--- src/rtl/mips_intc_pkg.sv ---
// Shared definitions for the mips_intc interrupt controller: FSM states,
// register map addresses and STATUS register bit positions.
package mips_intc_pkg;

    typedef enum logic [1:0] {
        IDLE    = 2'd0,
        REQ     = 2'd1,
        SERVICE = 2'd2
    } intc_state_e;

    localparam logic [1:0] INTC_MASK  = 2'd0;
    localparam logic [1:0] INTC_PEND  = 2'd1;
    localparam logic [1:0] INTC_STAT  = 2'd2;
    localparam logic [1:0] INTC_SWINT = 2'd3;

    localparam int STAT_IRQ_BIT = 0;
    localparam int STAT_SVC_BIT = 1;
    localparam int STAT_ID_LSB  = 8;

endpackage

--- src/rtl/mips_intc_prienc.sv ---
// Lowest-index-first priority encoder: reports the id of the lowest set
// request bit and whether any bit is set.
module mips_intc_prienc #(
    parameter int N   = 8,
    parameter int IDW = 3
) (
    input  logic [N-1:0]   req,
    output logic [IDW-1:0] id,
    output logic           valid
);

    // Scan from the top so the lowest set index is the last one written.
    always_comb begin
        id    = '0;
        valid = 1'b0;
        for (int i = N - 1; i >= 0; i--) begin
            if (req[i]) begin
                id    = IDW'(i);
                valid = 1'b1;
            end
        end
    end

endmodule

--- src/rtl/mips_intc.sv ---
// Interrupt controller for the MIPS core: edge capture, masking, priority and
// the ack/service/done handshake. Define INTC_SYNC_EN to add a 2-flop input synchronizer.
module mips_intc
    import mips_intc_pkg::*;
#(
    parameter int NUM_IRQ = 8,
    parameter int ID_W    = 3
) (
    input  logic               ph1,
    input  logic               reset,
    input  logic [NUM_IRQ-1:0] interrupts,
    input  logic               int_ack,
    input  logic               int_done,
    input  logic               cfg_we,
    input  logic [1:0]         cfg_addr,
    input  logic [31:0]        cfg_wdata,
    output logic [31:0]        cfg_rdata,
    output logic               irq,
    output logic [ID_W-1:0]    irq_id,
    output logic               in_service
);

    intc_state_e        state;
    logic [NUM_IRQ-1:0] line_in, prev, set_edge, pending, mask, eligible;
    logic [NUM_IRQ-1:0] sw_set, w1c, ack_clr, wdata_bits;
    logic [ID_W-1:0]    active_id, enc_id;
    logic               enc_valid, irq_q, svc_q;
    logic [31:0]        status;

`ifdef INTC_SYNC_EN
    logic [NUM_IRQ-1:0] sync1, sync2;

    always_ff @(posedge ph1 or negedge reset) begin
        if (!reset) begin
            sync1 <= '0;
            sync2 <= '0;
        end else begin
            sync1 <= interrupts;
            sync2 <= sync1;
        end
    end

    assign line_in = sync2;
`else
    assign line_in = interrupts;
`endif

    assign wdata_bits = cfg_wdata[NUM_IRQ-1:0];

    generate
        if (NUM_IRQ < 32) begin : g_wdata_spare
            logic unused_wdata;
            assign unused_wdata = &{1'b0, cfg_wdata[31:NUM_IRQ]};
        end
    endgenerate

    assign set_edge = line_in & ~prev;
    assign eligible = pending & mask;
    assign sw_set   = (cfg_we && cfg_addr == INTC_SWINT) ? wdata_bits : '0;
    assign w1c      = (cfg_we && cfg_addr == INTC_PEND)  ? wdata_bits : '0;
    assign ack_clr  = (state == REQ && int_ack && enc_valid) ? (NUM_IRQ'(1) << enc_id) : '0;

    mips_intc_prienc #(
        .N   (NUM_IRQ),
        .IDW (ID_W)
    ) u_prienc (
        .req   (eligible),
        .id    (enc_id),
        .valid (enc_valid)
    );

    // New edges and software sets are OR-ed in after clearing, so set wins.
    always_ff @(posedge ph1 or negedge reset) begin
        if (!reset) begin
            prev    <= '0;
            pending <= '0;
            mask    <= '0;
        end else begin
            prev    <= line_in;
            pending <= (pending & ~(w1c | ack_clr)) | set_edge | sw_set;
            if (cfg_we && cfg_addr == INTC_MASK)
                mask <= wdata_bits;
        end
    end

    always_ff @(posedge ph1 or negedge reset) begin
        if (!reset) begin
            state     <= IDLE;
            irq_q     <= 1'b0;
            svc_q     <= 1'b0;
            active_id <= '0;
        end else begin
            case (state)
                IDLE: begin
                    if (enc_valid) begin
                        state <= REQ;
                        irq_q <= 1'b1;
                    end
                end
                REQ: begin
                    if (int_ack) begin
                        state     <= SERVICE;
                        irq_q     <= 1'b0;
                        svc_q     <= 1'b1;
                        active_id <= enc_id;
                    end else if (!enc_valid) begin
                        state <= IDLE;
                        irq_q <= 1'b0;
                    end
                end
                SERVICE: begin
                    if (int_done) begin
                        state     <= IDLE;
                        svc_q     <= 1'b0;
                        active_id <= '0;
                    end
                end
                default: begin
                    state <= IDLE;
                    irq_q <= 1'b0;
                    svc_q <= 1'b0;
                end
            endcase
        end
    end

    assign irq        = irq_q;
    assign in_service = svc_q;
    assign irq_id     = (state == SERVICE) ? active_id : enc_id;

    always_comb begin
        status                             = '0;
        status[STAT_IRQ_BIT]               = irq_q;
        status[STAT_SVC_BIT]               = svc_q;
        status[STAT_ID_LSB +: ID_W]        = active_id;
    end

    always_comb begin
        cfg_rdata = '0;
        case (cfg_addr)
            INTC_MASK:  cfg_rdata = 32'(mask);
            INTC_PEND:  cfg_rdata = 32'(pending);
            INTC_STAT:  cfg_rdata = status;
            INTC_SWINT: cfg_rdata = '0;
            default:    cfg_rdata = '0;
        endcase
    end

endmodule

--- config.mk ---
export PLATFORM = sky130hd
export DESIGN_NAME = mips_intc
export DESIGN_NICKNAME = d
export VERILOG_FILES = /design/src/rtl/mips_intc_pkg.sv /design/src/rtl/mips_intc_prienc.sv /design/src/rtl/mips_intc.sv
export SDC_FILE = /design/constraint.sdc
export NUM_CORES = 1
export LEC_CHECK = 0
export BUFFER_PORTS_ARGS = -buffer_cell sky130_fd_sc_hd__buf_2
export CAP_MARGIN = 20
export CORE_MARGIN = 5
export CORE_UTILIZATION = 45
export DETAILED_ROUTE_END_ITERATION = 10
export HOLD_SLACK_MARGIN = 0.15
export PLACE_DENSITY = 0.76
export SYNTH_ARGS = -nofsm -noshare
export SYNTH_HDL_FRONTEND = slang
export SYNTH_SLANG_ARGS = --single-unit
--- constraint.sdc ---
create_clock -name ph1 -period 1.9 [get_ports ph1]
set_clock_uncertainty 0.15 [all_clocks]
set_input_delay 0 -clock ph1 [delete_from_list [all_inputs] [get_ports ph1]]
set_output_delay 0 -clock ph1 [all_outputs]
set_load 0.03 [all_outputs]
# ---- Yosys cells after proc, flatten, opt, wreduce, memory -nomap -nowiden
# Cells that the tools add are included.
dict set report word_totals {
  regBits 31
  inputBits 47
  out_inout_bits 37
  elab_cells 75
}
dict set report op_classes {
  eq_ne 9
  n_shift 1
  mux 36
  bitwise_logic 10
  reduce_logical 12
}
# op n
set ops {}
lappend ops {{case mux 32 bit (4 select lines)} 1}
lappend ops {{2-to-1 mux 3 bit} 11}
lappend ops {{bitwise AND 8 bit} 3}
lappend ops {{2-to-1 mux 8 bit} 3}
lappend ops {{OR 8 bit} 3}
lappend ops {{inverter 8 bit} 2}
lappend ops {{2-to-1 mux 1 bit} 13}
lappend ops {{AND reduction 3 bit} 4}
lappend ops {{2-to-1 mux 2 bit} 4}
lappend ops {{left shift 1 x 3 -> 8 bit (first input constant)} 1}
lappend ops {{equality test 2 bit (second input constant)} 3}
lappend ops {{!= test 2 bit (second input constant)} 3}
lappend ops {{case mux 1 bit (3 select lines)} 2}
lappend ops {{case mux 2 bit (3 select lines)} 1}
lappend ops {{case mux 3 bit (2 select lines)} 1}
lappend ops {{logical AND 1 bit} 5}
lappend ops {{equality test 2 x 1 -> 1 bit (second input constant)} 2}
lappend ops {{zero test 2 bit} 2}
lappend ops {{!= test 3 bit (second input constant)} 1}
lappend ops {{inverter 1 bit} 2}
lappend ops {{nonzero test 2 bit} 1}

# ---- Longest topological paths before layout
# Gate-level depths: netlist of run 1.
dict set report depth {
  depth_word 16
  mapped_depth 5
}

# ---- By module
# From an unflattened synthesis of run 1, not the netlist that was laid out.
dict set report hier_totals {
  hier_cells 187
  hier_area_um2 1806.7
}
# mod n_inst cells_per_inst area_per_inst_um2 seq_area_each_um2
set modules_own_cells {}
lappend modules_own_cells {mips_intc 1 174 1726.7 775.7}
lappend modules_own_cells {mips_intc_prienc 1 13 80.1 0.0}

# ---- Least setup slack after synthesis of run 1
# No wires, ideal clock.
dict set report synth_path {
  path_kind {register to register}
  startpoint {register mask[2]}
  endpoint {register pending[6]}
  arrival_ns 1.270
  required_ns 1.620
  setup_slack_ns 0.350
  stages_incl_launch_ff 5
  path_buffers 0
  path_cell_list {dfrtp_1 > a22oi_1 > nand3_2 > a2111oi_1 > o21ai_1}
}
dict set report synth_between {
  elab_chain_cells 11
  word_cells_on_any_way 15
}
# element line
set synth_lines {}
lappend synth_lines {{start, declared} mips_intc.sv:24} ;# logic [NUM_IRQ-1:0] line_in, prev, set_edge, pending, mask, eligible;
lappend synth_lines {{start signal, assigned} mips_intc.sv:82} ;# mask <= wdata_bits;
lappend synth_lines {{bitwise AND 8 bit *} mips_intc.sv:58} ;# assign eligible = pending & mask;
lappend synth_lines {{2-to-1 mux 3 bit / 2-to-1 mux 1 bit (equally long branches) (3 in a row)} mips_intc_prienc.sv:17} ;# if (req[i]) begin
lappend synth_lines {{left shift 1 x 3 -> 8 bit / logical AND 1 bit (equally long branches)} mips_intc.sv:61} ;# assign ack_clr = (state == REQ && int_ack && enc_valid) ? (NUM_IRQ'(1) << enc_id) : '0;
lappend synth_lines {{2-to-1 mux 8 bit *} mips_intc.sv:61}
lappend synth_lines {{OR 8 bit *} mips_intc.sv:80} ;# pending <= (pending & ~(w1c | ack_clr)) | set_edge | sw_set;
lappend synth_lines {{inverter 8 bit *} mips_intc.sv:80}
lappend synth_lines {{bitwise AND 8 bit *} mips_intc.sv:80}
lappend synth_lines {{OR 8 bit * (2 in a row)} mips_intc.sv:80}
lappend synth_lines {{end signal, assigned} mips_intc.sv:80}
lappend synth_lines {{end, declared} mips_intc.sv:24}
# Mark *: on every way between the ends. The rest lies on a longest branch, timed or not.
# A chain may end at the register's enable or synchronous reset.

# ---- Final worst setup path of run 1
dict set report layout_path {
  startpoint {register mask[1]}
  endpoint {output irq_id[0]}
}
dict set report layout_between {
  elab_chain_cells 4
}
# element line
set layout_lines {}
lappend layout_lines {{bitwise AND 8 bit} mips_intc.sv:58}
lappend layout_lines {{2-to-1 mux 3 bit (2 in a row)} mips_intc_prienc.sv:17}
lappend layout_lines {{2-to-1 mux 3 bit} mips_intc.sv:129} ;# assign irq_id = (state == SERVICE) ? active_id : enc_id;
lappend layout_lines {{end, declared} mips_intc.sv:19} ;# output logic [ID_W-1:0] irq_id,
# No other way between the ends.

==> metrics, run 1 <==
status=finished, final reports clean; remaining antenna violation count=0; core area=about 3700 µm²; wire per inst=around 14 µm; Buf/Inv on CP=1; Yosys cell types=38; fraction of registers with async set/reset=100%; most frequent cells after synthesis=31 x dfrtp_1, 22 x buf_4, 14 x nand2_1; initial core utilization=a little under half; Clock Path Buffers=2; Die W=roughly 73 µm; sequential cell area fraction in the yosys report=43.8%; detail-routed via count per cell=5.05; Crit. Startpoint=mask[1]; slowest CP cell=dfrtp_1; setup TNS=0 ns; fin crit period=1.87 ns; Primary FF master, synth=dfrtp_1; first drt pass iteration count=4; input/output buffers=38; Area Overhead vs Synth=28.2%; io pins=84; critical path launch point type=flop; DP Wirelength=2810 µm; HP Class=input pin to asynchronous set/reset pin; Total GRT Usage=between 10% and 20%; Antenna Cells=0; worst r2r src=mask[1]; first-pass GRT wire length=roughly 6300 µm; Mapped Area=between 1500 and 2000 µm²; number of cells on the worst reg-to-reg path=5; final WL=around 4000 µm; Max IR drop VDD=between 0.6 and 0.7 mV; clk sinks=31; Post-synth EDFFs=0; Slew Viols, Final=0; final period utilization=between 90% and 100%; layout cells sized above 1=between 30% and 40%; count leader, synth=dfrtp_1; largest area contributor in the netlist=dfrtp_1; initial antenna violation count=0; largest delay contributor family on the critical path=compound AO/OA/AOI/OAI gates; die footprint=between 5000 and 6000 µm²; Filler cells=approximately 360; Reg area=around 780 µm²; nets=283; CP endpoint=irq_id[0]; CTS H-tree depth=2; Worst-Margin Slew=0.702 ns; Yosys reg bits=31; gr ovfl total=0; fin cells=around 280; Synth area leaders=dfrtp_1 44%, buf_4 9.3%, mux2_2 7.0%; Placer Congestion=a little under 0.8; CP max stage delay=0.40 ns; detailed-route DRC error count=0; yosys warns=0; reg-to-reg endpoint=pending[2]; Slew headroom=53.2%; worst skew pair latency=approximately 0.29 ns; CP Cell Sequence=a21boi_1 > a2bb2o_4 > a21o_4 > mux2_2 > buf_6; MaxCap Viol Count=0; Yosys top cell area share=a little over two fifths; Worst Path Arrival=~1.7 ns; vias in the first global route=around 1,400; Vias=1,428; Worst setup EP type=output port; Crit Path Max Fanout=7; CP Depth=5; Critical Path RT=between 1.5 and 2 ns; CTS tree=yes; # setup viols final=0; initial drt markers=44; Crit Path Class=flop to output port; Die Ht=72.7 µm; DP Cell Count=between 200 and 300; worst reg-to-reg setup slack=roughly 0.2 ns; Max Fclk=about 540 MHz; Avg Cell Area, Syn=around 10 µm²; CTS Buf Count=5; Post-Syn Instances=170; Leak Pwr=1.10 nW; Multi-input gate area=a little under 900 µm²; largest net degree at the start of global routing=32; PwrDens=between 1000 and 1500 nW/µm²; Worst-path clk slew=0.06 ns; clk root buf=clkbuf_8; Final Hold Viols=0; std cell rows=22
==> cell families after synthesis <==
| family | after synthesis | synth area share [%] |
|---|---|---|
| buffers and inverters | 33 | 11.7 |
| DFF | 31 | 43.8 |
| muxes | 19 | 11.5 |
| other | 1 | 0.212 |
| AOI/OAI and AO/OA | 47 | 20.9 |
| and+or+nand+nor | 39 | 11.9 |
==> per-layer routing <==
metal	track usage, %	wire length (µm)
met5	0	0
met4	8.61	130
met3	4.96	269
met2	25.5	1870
met1	18.3	1690
==> report_power, final <==
part / internal [mW] / switching, mW
Clock: 0.243 / 0.225
Sequential: 0.812 / 0.156
Combinational: 0.512 / 0.620
==> metrics by stage <==
| step | utilization (%) | setup slack (ns) | area, µm² | hold WS [ns] | power, mW |
|---|---|---|---|---|---|
| floorplan | - | 0.350 | 1850 | -0.446 | 1.73 |
| global placement | 52.0 | 0.217 | 1950 | -0.0670 | 1.96 |
| detailed placement | 52.0 | 0.175 | 1950 | -0.0616 | 1.99 |
| CTS | 59.8 | 0.00354 | 2240 | 0.161 | 2.53 |
| global route | 60.7 | -0.00325 | 2270 | 0.201 | 2.72 |
| finish | 60.7 | 0.0330 | 2270 | 0.143 | 2.57 |
==> worst min path at each step <==
stage                 from      endpoint  slack (ns)  cells after the start
6_report             reset  active_id[2]        0.14                      2
3_3_place_gp         reset      state[0]       -0.07                      1
3_5_place_dp         reset      state[1]       -0.06                      1
4_1_cts              reset      state[1]        0.16                      2
2_1_floorplan        reset  active_id[0]       -0.45                      0
5_1_grt        cfg_addr[1]       mask[4]        0.20                      3
==> state kept, by name, summed over array words and instances, names as in the netlist <==
register / flops
pending: 8
in_service: 1
mask: 8
irq: 1
state: 2
active_id: 3
prev: 8
==> layout by cell type (no fill, tap or decap), drive strengths merged <==
| cell | netlist | layout |
|---|---|---|
| a22o | 9 | 9 |
| conb | 1 | 21 |
| inv | 7 | 7 |
| dlygate4sd3 | 0 | 20 |
| a21oi | 11 | 11 |
| clkbuf | 3 | 6 |
| nor3b | 1 | 1 |
| nor2 | 9 | 9 |
| a21o | 5 | 5 |
| a32o | 1 | 1 |
| mux2i | 8 | 8 |
| a22oi | 6 | 6 |
| o31a | 2 | 2 |
| dfrtp | 31 | 31 |
| a41o | 1 | 1 |
| a21boi | 2 | 2 |
| buf | 23 | 45 |
| a2bb2o | 1 | 1 |
| a2111oi | 1 | 1 |
| a31oi | 1 | 1 |
| and2 | 3 | 3 |
| a221o | 2 | 2 |
| nand3b | 1 | 1 |
| nand2 | 14 | 14 |
| nand4b | 1 | 1 |
| nand3 | 1 | 1 |
| nand2b | 1 | 1 |
| and3 | 1 | 1 |
| mux2 | 11 | 11 |
| o31ai | 1 | 1 |
| nor2b | 4 | 4 |
| nor3 | 1 | 1 |
| o21ai | 4 | 4 |
| and3b | 2 | 2 |
==> area by class of cell <==
type                    instances  share of cell area (%)
inverters                       7                    1.16
flip-flops and latches         31                    34.2
well taps                      48                    2.64
clock buffers                   6                    3.20
multi-input cells             126                    39.0
repair buffers                 65                    19.8
==> timing repair <==
action	4_1_cts	5_1_grt
hold endpoints to repair	62	0
hold buffers	20	0
pin swaps	0	2
setup endpoints to repair	2	2
resized for setup	5	4
setup buffers	1	2
==> worst register-to-register path: cells and delay by family, from the launching register on <==
kind / cells / cell delay (ns)
compound gates: 4 / 0.90
flops: 1 / 0.40
buf+inv: 1 / 0.14
No activity file was read; power rests on OpenSTA's default activity.
==> run 2, diff against run 1 <==
- CORE_UTILIZATION: 45 -> 46
- PLACE_DENSITY: 0.76 -> 0.77
- SYNTH_HIERARCHICAL: default -> 1
==> run 2 against run 1 <==
Against the previous run: the flow now finishes with violations (setup timing); worst hold slack better by 0.0028 ns; highest routed layer unchanged; sequential share of layout area is 4.6 points lower; global-route usage is 1.4 points higher; design area is 16% higher; synthesized cell count is 10% higher; non-clock buffer count is 16 higher; first-iteration DRC count is 14% higher; via count is 13% higher; sequential cell count stayed put; total power is 24% higher.
==> metrics, run 2 <==
yosys warns=6 (was 0); critical path launch point type=flop (unchanged); Yosys top cell area share=42.9% (was 43.8%); Filler cells=279 (was 358); Die Ht=72.7 µm (about the same); nets=316 (was 283); Placer Congestion=0.783 (was 0.790); Die W=72.7 µm (about the same); Crit. Startpoint=pending[6] (was mask[1]); Mapped Area=1810 µm² (was 1770 µm²); # setup viols final=10 (was 0); PwrDens=1210 nW/µm² (was 1130 nW/µm²); Max IR drop VDD=0.587 mV (was 0.612 mV); CTS H-tree depth=2 (unchanged); dpl cell area=2090 µm² (was 1950 µm²); reg-to-reg endpoint=pending[5] (was pending[2]); status=finished with violations (was finished, final reports clean); vias in the first global route=1,612 (was 1,393); clock power share=18.0% (was 18.2%); Clock Path Buffers=2 (unchanged); first-pass GRT wire length=7090 µm (was 6270 µm); Crit Path Max Fanout=3 (was 7); final period utilization=106% (was 98.3%); post-route cell area=2620 µm² (was 2270 µm²); CP max stage delay=0.42 ns (was 0.40 ns); HP Class=input pin to asynchronous set/reset pin (unchanged); Final WS setup=-0.111 ns (was 0.0330 ns); Worst-path clk slew=0.06 ns (about the same); Primary FF master, synth=dfrtp_1 (unchanged); Yosys reg bits=31 (unchanged); detail-routed via count per cell=5.08 (was 5.05); Slew Viols, Final=0 (unchanged); Top Registers=mask (8), pending (8), prev (8) (unchanged); Leak Pwr=1.22 nW (was 1.10 nW); Worst setup EP type=flop (was output port); initial drt markers=50 (was 44); largest area contributor in the netlist=dfrtp_1 (unchanged); number of cells on the worst reg-to-reg path=8 (was 5); CP Cell Sequence=and2_4 > inv_4 > a21oi_4 > o41ai_4 > buf_4 > nand3b_1 > o221ai_1 > nand2_1 (was a21boi_1 > a2bb2o_4 > a21o_4 > mux2_2 > buf_6); CTS Buf Count=5 (unchanged); layout cells sized above 1=37.0% (was 31.1%); initial core utilization=48.3% (was 47.3%); Critical Path RT=1.92 ns (was 1.75 ns); CP endpoint=pending[5] (was irq_id[0]); Worst-Margin Slew=0.688 ns (was 0.702 ns); Slew headroom=54.1% (was 53.2%); CTS tree=yes (unchanged); worst reg-to-reg setup slack=-0.11 ns (was 0.20 ns); Internal Pwr Total=1.92 mW (was 1.57 mW); DP Wirelength=2950 µm (was 2810 µm); Post-Syn Instances=187 (was 170); die footprint=5280 µm² (was 5290 µm²); Post-synth EDFFs=0 (unchanged); Max Fclk=497 MHz (was 536 MHz); worst r2r src=pending[6] (was mask[1]); clk root buf=clkbuf_8 (unchanged); Design Power=3.18 mW (was 2.57 mW); wire per inst=14.7 µm (was 14.0 µm); Area Overhead vs Synth=45.2% (was 28.2%); count leader, synth=dfrtp_1 (unchanged); Flop pwr share=30.4% (was 37.7%); first drt pass iteration count=4 (unchanged); Antenna Cells=0 (unchanged); net switching power figure=1.26 mW (was 1.00 mW); Yosys cell types=33 (was 38); Avg Cell Area, Syn=9.66 µm² (was 10.4 µm²); remaining antenna violation count=0 (unchanged); core area=3740 µm² (unchanged); switch share=39.5% (was 39.0%); Synth area leaders=dfrtp_1 43%, buf_4 10%, mux2_1 6.9% (was dfrtp_1 44%, buf_4 9.3%, mux2_2 7.0%); Vias=1,617 (was 1,428); setup TNS=-0.484 ns (was 0 ns); fin cells=318 (was 283); clk sinks=31 (unchanged); worst skew pair latency=0.29 ns (about the same); Worst Path Arrival=2.03 ns (was 1.72 ns); most frequent cells after synthesis=31 x dfrtp_1, 24 x buf_4, 24 x nand2_1 (was 31 x dfrtp_1, 22 x buf_4, 14 x nand2_1); commonest non-fill, non-tap cells in the layout=35 x buf_2, 31 x dfrtp_1, 24 x nand2_1 (was 37 x buf_2, 30 x dfrtp_1, 21 x conb_1); MaxCap Viol Count=0 (unchanged); Logic pwr share=51.6% (was 44.1%); fraction of registers with async set/reset=100% (unchanged); detailed-route DRC error count=0 (unchanged); io pins=84 (unchanged); final WL=4680 µm (was 3970 µm); sequential cell area fraction in the yosys report=42.9% (was 43.8%); slowest CP cell=o41ai_4 (was dfrtp_1); violated checks=setup timing; Final Hold Viols=0 (unchanged); unrepaired setup endpoints after global routing=yes; commonest non-fill, non-tap cell in the layout=buf_2 (unchanged); Crit Path Class=flop to flop (was flop to output port); largest net degree at the start of global routing=32 (unchanged); Total GRT Usage=17.1% (was 15.7%); input/output buffers=38 (unchanged); std cell rows=22 (unchanged); DP Cell Count=286 (was 254); gr ovfl total=0 (unchanged); initial antenna violation count=0 (unchanged); fin crit period=2.01 ns (was 1.87 ns)
==> run 2: cells by family after synthesis <==
group	after synthesis	synth area share (%)
simple gates	74	22.8
compound gates	32	11.5
flops	31	42.9
buf+inv	30	11.3
mux	19	11.3
other cells	1	0.208
==> run 2: layout make-up <==
| type | count | area [µm²] | share of cell area, % |
|---|---|---|---|
| clock buffers | 8 | 100 | 3.81 |
| inverters | 4 | 17.5 | 0.668 |
| multi-input cells | 146 | 1080 | 41.2 |
| flip-flops and latches | 31 | 776 | 29.6 |
| well taps | 48 | 60.1 | 2.29 |
| repair buffers | 81 | 588 | 22.4 |
==> run 2: timing repair <==
action	CTS	global route
resized for setup	23	25
pin swaps	6	17
hold endpoints to repair	62	0
hold buffers	21	0
buffers inserted	0	3
endpoints found under the setup margin	11	12
==> run 2: layer usage <==
| layer | vias to the layer above | track usage, % | wire length (µm) | share of wire [%] |
|---|---|---|---|---|
| li1 | 776 | - | - | - |
| met1 | 780 | 21.7 | 1890 | 40 |
| met2 | 58 | 28.1 | 2420 | 52 |
| met3 | 3 | 5.10 | 331 | 7.1 |
| met4 | 0 | 4.71 | 43 | 0.92 |
| met5 | - | 0 | 0 | 0 |
==> run 2: through the flow <==
stage | utilization, % | hold slack, ns | setup WS [ns]
final | 70.1 | 0.146 | -0.111
after CTS | 66.1 | 0.166 | -0.0332
after global placement | 55.7 | -0.0606 | -0.103
after global routing | 70.1 | 0.185 | -0.177
after floorplan | - | -0.446 | 0.0156
after detailed placement | 55.7 | -0.0628 | -0.110
==> run 2: power groups by stage <==
stage | sequential (mW) | combinational, mW | clock [mW]
after global routing | 0.991 | 1.76 | 0.609
after global placement | 0.951 | 1.16 | 0
after CTS | 0.951 | 1.39 | 0.579
after detailed placement | 0.957 | 1.19 | 0
after floorplan | 0.971 | 0.779 | 0
final | 0.967 | 1.64 | 0.572
==> run 2: worst min-delay path by stage <==
stage	cells past startpoint	to	slack, ns
finish	2	active_id[1]	0.15
global route	4	mask[7]	0.19
CTS	4	mask[7]	0.17
detailed placement	1	active_id[1]	-0.06
global placement	1	active_id[0]	-0.06
floorplan	0	active_id[0]	-0.45
==> run 2: worst max-delay path, delay by kind of cell (launching register included) <==
| family | cells | cell delay, ns |
|---|---|---|
| buffers and inverters | 2 | 0.25 |
| AO/OA/AOI/OAI | 3 | 0.70 |
| flip-flops | 1 | 0.38 |
| AND/OR/NAND/NOR | 3 | 0.41 |
